### src/rtl/riscv_pipe_pkg.sv
// rtl/riscv_pipe_pkg.sv - shared pipeline types and defaults for the EX/MEM stage
package riscv_pipe_pkg;

    localparam int XLEN_DEFAULT   = 64;
    localparam int REG_AW_DEFAULT = 5;

    // MEM-stage and WB-stage controls carried alongside the data fields.
    typedef struct packed {
        logic branch;
        logic mem_read;
        logic mem_write;
        logic reg_write;
        logic mem_to_reg;
    } ex_mem_ctrl_t;

    // Number of entries held by the skid buffer.
    typedef enum logic [1:0] {
        EMPTY = 2'd0,
        ONE   = 2'd1,
        TWO   = 2'd2
    } pipe_state_t;

endpackage

### src/rtl/pipe_skid_buf.sv
// rtl/pipe_skid_buf.sv - generic valid/ready skid buffer with flush
//
// Ports:
//   clk, reset (async, active-low), flush (sync kill of all entries)
//   in_valid / in_ready / in_data    : upstream side
//   out_valid / out_ready / out_data : downstream side, out_data is the head register
// SKID=1: head + skid register, in_ready registered (no out_ready -> in_ready path).
// SKID=0: head register only, in_ready = !out_valid | out_ready.
module pipe_skid_buf
    import riscv_pipe_pkg::*;
#(
    parameter int W    = 8,
    parameter int SKID = 1
) (
    input  logic         clk,
    input  logic         reset,
    input  logic         flush,
    input  logic         in_valid,
    output logic         in_ready,
    input  logic [W-1:0] in_data,
    output logic         out_valid,
    input  logic         out_ready,
    output logic [W-1:0] out_data
);

    pipe_state_t  state, state_n;
    logic [W-1:0] head, skid;
    logic         rdy_q;
    logic         accept, consume;
    logic         load_h_in, load_h_skid, load_s;

    assign out_valid = (state != EMPTY);
    assign out_data  = head;

    // rdy_q is also the "out of reset" flag, so in_ready stays low while reset
    // is asserted in both modes.
    assign in_ready = (SKID != 0) ? rdy_q : (rdy_q & (!out_valid | out_ready));

    assign accept  = in_valid & in_ready;
    assign consume = out_valid & out_ready;

    always_comb begin
        state_n     = state;
        load_h_in   = 1'b0;
        load_h_skid = 1'b0;
        load_s      = 1'b0;
        if (flush) begin
            state_n = EMPTY;
        end else begin
            case (state)
                EMPTY: begin
                    if (accept) begin
                        state_n   = ONE;
                        load_h_in = 1'b1;
                    end
                end
                ONE: begin
                    if (accept && consume) begin
                        load_h_in = 1'b1;
                    end else if (accept) begin
                        state_n = TWO;
                        load_s  = 1'b1;
                    end else if (consume) begin
                        state_n = EMPTY;
                    end
                end
                TWO: begin
                    if (consume) begin
                        state_n     = ONE;
                        load_h_skid = 1'b1;
                    end
                end
                default: state_n = EMPTY;
            endcase
        end
    end

    always_ff @(posedge clk or negedge reset) begin
        if (!reset) begin
            state <= EMPTY;
            head  <= '0;
            skid  <= '0;
            rdy_q <= 1'b0;
        end else begin
            state <= state_n;
            rdy_q <= (state_n != TWO);
            if (load_h_in) begin
                head <= in_data;
            end else if (load_h_skid) begin
                head <= skid;
            end
            if (load_s) begin
                skid <= in_data;
            end
        end
    end

endmodule

### src/rtl/ex_mem_pipe.sv
// rtl/ex_mem_pipe.sv - EX/MEM pipeline stage with handshake, flush and forwarding taps
//
// Ports:
//   clk, reset (async, active-low), flush
//   in_valid/in_ready, in_zero, in_result, in_wdata, in_rd, in_target, in_<ctrl> : from EX
//   out_valid/out_ready, out_zero, out_result, out_wdata, out_rd, out_target,
//   out_<ctrl>, out_pc_src                                                    : to MEM
//   fwd_rd, fwd_en                                                            : hazard unit taps
module ex_mem_pipe
    import riscv_pipe_pkg::*;
#(
    parameter int XLEN   = XLEN_DEFAULT,
    parameter int REG_AW = REG_AW_DEFAULT,
    parameter int SKID   = 1
) (
    input  logic              clk,
    input  logic              reset,
    input  logic              flush,
    input  logic              in_valid,
    output logic              in_ready,
    input  logic              in_zero,
    input  logic [XLEN-1:0]   in_result,
    input  logic [XLEN-1:0]   in_wdata,
    input  logic [REG_AW-1:0] in_rd,
    input  logic [XLEN-1:0]   in_target,
    input  logic              in_branch,
    input  logic              in_mem_read,
    input  logic              in_mem_write,
    input  logic              in_reg_write,
    input  logic              in_mem_to_reg,
    output logic              out_valid,
    input  logic              out_ready,
    output logic              out_zero,
    output logic [XLEN-1:0]   out_result,
    output logic [XLEN-1:0]   out_wdata,
    output logic [REG_AW-1:0] out_rd,
    output logic [XLEN-1:0]   out_target,
    output logic              out_branch,
    output logic              out_mem_read,
    output logic              out_mem_write,
    output logic              out_reg_write,
    output logic              out_mem_to_reg,
    output logic              out_pc_src,
    output logic [REG_AW-1:0] fwd_rd,
    output logic              fwd_en
);

    localparam int PW = 1 + 3 * XLEN + REG_AW + $bits(ex_mem_ctrl_t);

    ex_mem_ctrl_t  in_ctrl, head_ctrl;
    logic [PW-1:0] in_pay, head_pay;

    assign in_ctrl = '{branch:     in_branch,
                       mem_read:   in_mem_read,
                       mem_write:  in_mem_write,
                       reg_write:  in_reg_write,
                       mem_to_reg: in_mem_to_reg};

    assign in_pay = {in_zero, in_result, in_wdata, in_rd, in_target, in_ctrl};

    pipe_skid_buf #(
        .W    (PW),
        .SKID (SKID)
    ) u_buf (
        .clk       (clk),
        .reset     (reset),
        .flush     (flush),
        .in_valid  (in_valid),
        .in_ready  (in_ready),
        .in_data   (in_pay),
        .out_valid (out_valid),
        .out_ready (out_ready),
        .out_data  (head_pay)
    );

    // Data fields come straight from the head register (stale in a bubble).
    assign {out_zero, out_result, out_wdata, out_rd, out_target, head_ctrl} = head_pay;

    // Controls are gated so a bubble can never write memory or the register file.
    assign out_branch     = out_valid & head_ctrl.branch;
    assign out_mem_read   = out_valid & head_ctrl.mem_read;
    assign out_mem_write  = out_valid & head_ctrl.mem_write;
    assign out_reg_write  = out_valid & head_ctrl.reg_write;
    assign out_mem_to_reg = out_valid & head_ctrl.mem_to_reg;

    assign out_pc_src = out_branch & out_zero;
    assign fwd_rd     = out_rd;
    // x0 is hard-wired zero, so it must never be forwarded.
    assign fwd_en     = out_reg_write & (out_rd != '0);

endmodule

### config.mk
export PLATFORM = sky130hd
export DESIGN_NAME = ex_mem_pipe
export DESIGN_NICKNAME = d
export VERILOG_FILES = /design/src/rtl/riscv_pipe_pkg.sv /design/src/rtl/pipe_skid_buf.sv /design/src/rtl/ex_mem_pipe.sv
export SDC_FILE = /design/constraint.sdc
export NUM_CORES = 1
export LEC_CHECK = 0
export CORE_MARGIN = 1.5
export CORE_UTILIZATION = 45
export CTS_BUF_LIST = sky130_fd_sc_hd__clkbuf_8
export CTS_CLUSTER_SIZE = 30
export DETAILED_ROUTE_END_ITERATION = 6
export PLACE_DENSITY = 0.73
export SYNTH_ARGS = -nofsm -noshare
export SYNTH_HDL_FRONTEND = slang
export SYNTH_SLANG_ARGS = --single-unit
### constraint.sdc
create_clock -name clk -period 3.7 [get_ports clk]
set_input_delay 0.74 -clock clk [delete_from_list [all_inputs] [get_ports clk]]
set_output_delay 0.74 -clock clk [all_outputs]
set_load 0.01 [all_outputs]
==> results.yml <==
outcome:
  status: "complete, no violations"
setup_path:
  critPathBufInv: 1
  crit_chain: "or2_2 > and2_1 > o21a_1 > clkdlybuf4s50_1"
  crit_arrival_ns: 2.34
  cp_slowest_stage_delay_ns: 0.48
  critPathTopFamily: "simple AND/OR/NAND/NOR gates"
  cp_max_fo: 7
  crit_required_ns: 2.96
  start_kind: "flip-flop"
  endpoint_kind: "primary output"
  critPathSlowestCell: "clkdlybuf4s50_1"
  path_class: "reg2out"
timing:
  setup_viol: 0
  finClkSkew_ns: 0.0164
  finalCriticalPeriod_ns: 3.08
  hold_viol_final: 0
  relSlewSlack_pct: 46.8
  slew_viol_final: 0
  worst_pin_slew_ns: 0.799
  rsz0062_at_grt: "false"
  period_share_pct: 83.4
  max_freq_mhz: 324
  finalSetupTns_ns: 0
global_routing:
  grt_max_degree: 204
  grt_pass1_vias: 12155
  grt_usage_pct: 20.9
  gr-total-overflow: 0
  antenna_found_initial: 1
  grt_pass1_wl_um: 68500
placement:
  place.gp.congestion: 0.772
  dp_hpwl_um: 28000
  io_buffers: 419
  dpl-instance-area_um2: 21300
worst_hold_path:
  hold_path_class: "in2async"
layout:
  utilization_pct: 57.3
  fillCellCount: 3195
  drive_gt1_share_pct: 18.3
  multi_input_area_um2: 5770
  regArea_um2: 10200
  num_antenna_cells: 0
  syn2layout_area_growth_pct: 25.8
  final_area_um2: 22700
  final_nets: 1768
flow_run:
  maxCapViolations: 0
cts:
  ctsResizeCount: 0
  ctsHoldBuffers: 0
  root_buffer: "clkbuf_8"
  clockBufferDepth: 3
  htree_levels: 3
  path_clk_slew_ns: 0.06
  clock_latency_ns: 0.60
  postCtsSetupBuffers: 0
  cts_buffers: 71
  cts_tree: "built"
  clock_sinks: 409
logic_synthesis:
  synth.mux.area_fraction_pct: 12.7
  synthSimpleGateAreaFrac_pct: 7.59
  synth_fp_nets: 1542
  yosysUniqueCellTypes: 23
  synth-seq-cells: 409
  avgSynthCellArea_um2: 13.5
  synth-compound-area-share_pct: 11.5
  ys_warn_count: 0
  synth-xor-area-share_pct: 0
  synth_seq_area_share_pct: 56.7
  syn_inst: 1334
  synth_top_family_by_area: "multiplexers"
  synthAdderAreaFrac_pct: 0
  netlist_area_um2: 18100
routing:
  drc_errors: 0
  viasPerCell: 5.40
  drt-pass1-iter-count: 5
  routedWlPerCell_um: 20.3
  drt_iter0_drc: 506
  vias: 11533
  wirelength_um: 43400
  antenna_left: 0
power_and_ir_drop:
  seqPwrFrac_pct: 46.9
  power_density_nw_per_um2: 570
  p_clk_share_pct: 32.3
  p_int_mw: 9.59
  p_leak_nw: 9.99
  swShare_pct: 26.0
  p_comb_share_pct: 20.8
  peakVddDrop_uv: 403
  switching_power_mw: 3.37
floorplanning:
  die_w_um: 203
  start_util_pct: 45.6
  dieHeight_um: 203
  rows: 73
  die_area_um2: 41300
  core_um2: 39600
  pin_count: 420
## layout by cell type, fill, tap and decap left out, types with 2 or more instances in the layout
master / count
mux2_2: 154
clkdlybuf4s50_1: 418
clkbuf_8: 92
buf_4: 14
and2_1: 208
dfrtp_1: 409
a221o_1: 203
bufinv_16: 2
nand2_1: 2
buf_12: 14
inv_1: 18
clkinvlp_4: 4
clkinv_2: 8
mux2_1: 49
## synthesized netlist by cell type
| master | number | share of area, % |
|---|---|---|
| mux2_2 | 154 | 9.6 |
| o221ai_1 | 1 | 0.049 |
| dfrtp_1 | 409 | 57 |
| a221o_1 | 203 | 11 |
| o21a_1 | 1 | 0.042 |
| and2_1 | 209 | 7.2 |
| nor4bb_1 | 1 | 0.055 |
| nand2b_1 | 2 | 0.069 |
| o41a_1 | 1 | 0.062 |
| and3_1 | 1 | 0.035 |
| or4_1 | 1 | 0.042 |
| buf_2 | 37 | 1.0 |
| buf_4 | 208 | 8.6 |
| clkbuf_1 | 29 | 0.60 |
| a21oi_2 | 1 | 0.049 |
| and4bb_1 | 1 | 0.069 |
| mux2_1 | 49 | 3.1 |
| inv_1 | 1 | 0.021 |
| o41ai_1 | 1 | 0.049 |
| or2_2 | 1 | 0.035 |
| nand2_1 | 2 | 0.042 |
| buf_6 | 20 | 1.2 |
| a311oi_1 | 1 | 0.049 |
## worst reg2reg max path: cells and delay by family, from the launching register on
kind / cells / cell delay, ns
AOI/OAI and AO/OA: 1 / 0.14
and+or+nand+nor: 2 / 0.84
buffers and inverters: 1 / 0.60
DFF: 1 / 0.47
## sequential cells by signal (all words and copies together), names as in the netlist
| signal | cells |
|---|---|
| u_buf.out_data | 203 |
| u_buf.skid | 203 |
| u_buf.state | 2 |
| u_buf.in_ready | 1 |
## path summary, 6_finish.rpt
| kind | from | to | slack, ns | cells past startpoint |
|---|---|---|---|---|
| hold / removal | reset | u_buf.out_data[43]$_DFFE_PN0P_ | 0.16 | 1 |
| setup / recovery | u_buf.state[0]$_DFF_PN0_ | fwd_en | 0.62 | 4 |
| setup reg to reg | u_buf.state[0]$_DFF_PN0_ | u_buf.out_data[95]$_DFFE_PN0P_ | 1.58 | 4 |
| max in group asynchronous | reset | u_buf.skid[166]$_DFFE_PN0P_ | 2.63 | 2 |
| min in group clk | u_buf.skid[36]$_DFFE_PN0P_ | u_buf.skid[36]$_DFFE_PN0P_ | 0.48 | 1 |
| hold reg to reg | u_buf.skid[36]$_DFFE_PN0P_ | u_buf.skid[36]$_DFFE_PN0P_ | 0.48 | 1 |
## logic make-up after synthesis
group,count (synthesis)
AOI/OAI and AO/OA,209
DFF,409
muxes,203
buffers and inverters,295
and+or+nand+nor,218
## through the flow
| step | total power, mW | hold slack [ns] | setup slack [ns] | instances |
|---|---|---|---|---|
| floorplan | 7.81 | 0.444 | 1.71 | 1334 |
| CTS | 13.1 | 0.158 | 0.552 | 2135 |
| detailed placement | 8.85 | 0.473 | 0.713 | 2012 |
| global route | 13.6 | 0.197 | 0.524 | 2135 |
| finish | 13.0 | 0.159 | 0.615 | 2135 |
| global placement | 8.71 | 0.465 | 0.768 | 2012 |
## cell type report
| class | count | area share, % |
|---|---|---|
| multi-input combinational | 630 | 25.4 |
| sequential | 409 | 45.1 |
| clock buffer | 92 | 5.57 |
| inverter | 1 | 0.0165 |
| clock inverter | 31 | 0.854 |
| tap | 525 | 2.89 |
| timing repair buffer | 447 | 20.2 |
## power groups by stage
stage          Sequential [mW]  Clock [mW]  Combinational [mW]
2_1_floorplan             5.94           0                1.87
3_3_place_gp              6.09           0                2.63
3_5_place_dp              6.13           0                2.71
4_1_cts                   6.08        4.31                2.73
5_1_grt                   6.21        4.53                2.88
6_report                  6.08        4.18                2.69
## per-layer routing
layer / global-route usage, % / wire length (um) / up-vias
met5: 0 / 13 / -
met2: 31.5 / 19600 / 425
met1: 27.6 / 18600 / 5923
met4: 7.72 / 1100 / 2
li1: - / - / 5106
met3: 7.72 / 4080 / 77
Power figures use the tool's default switching activity.
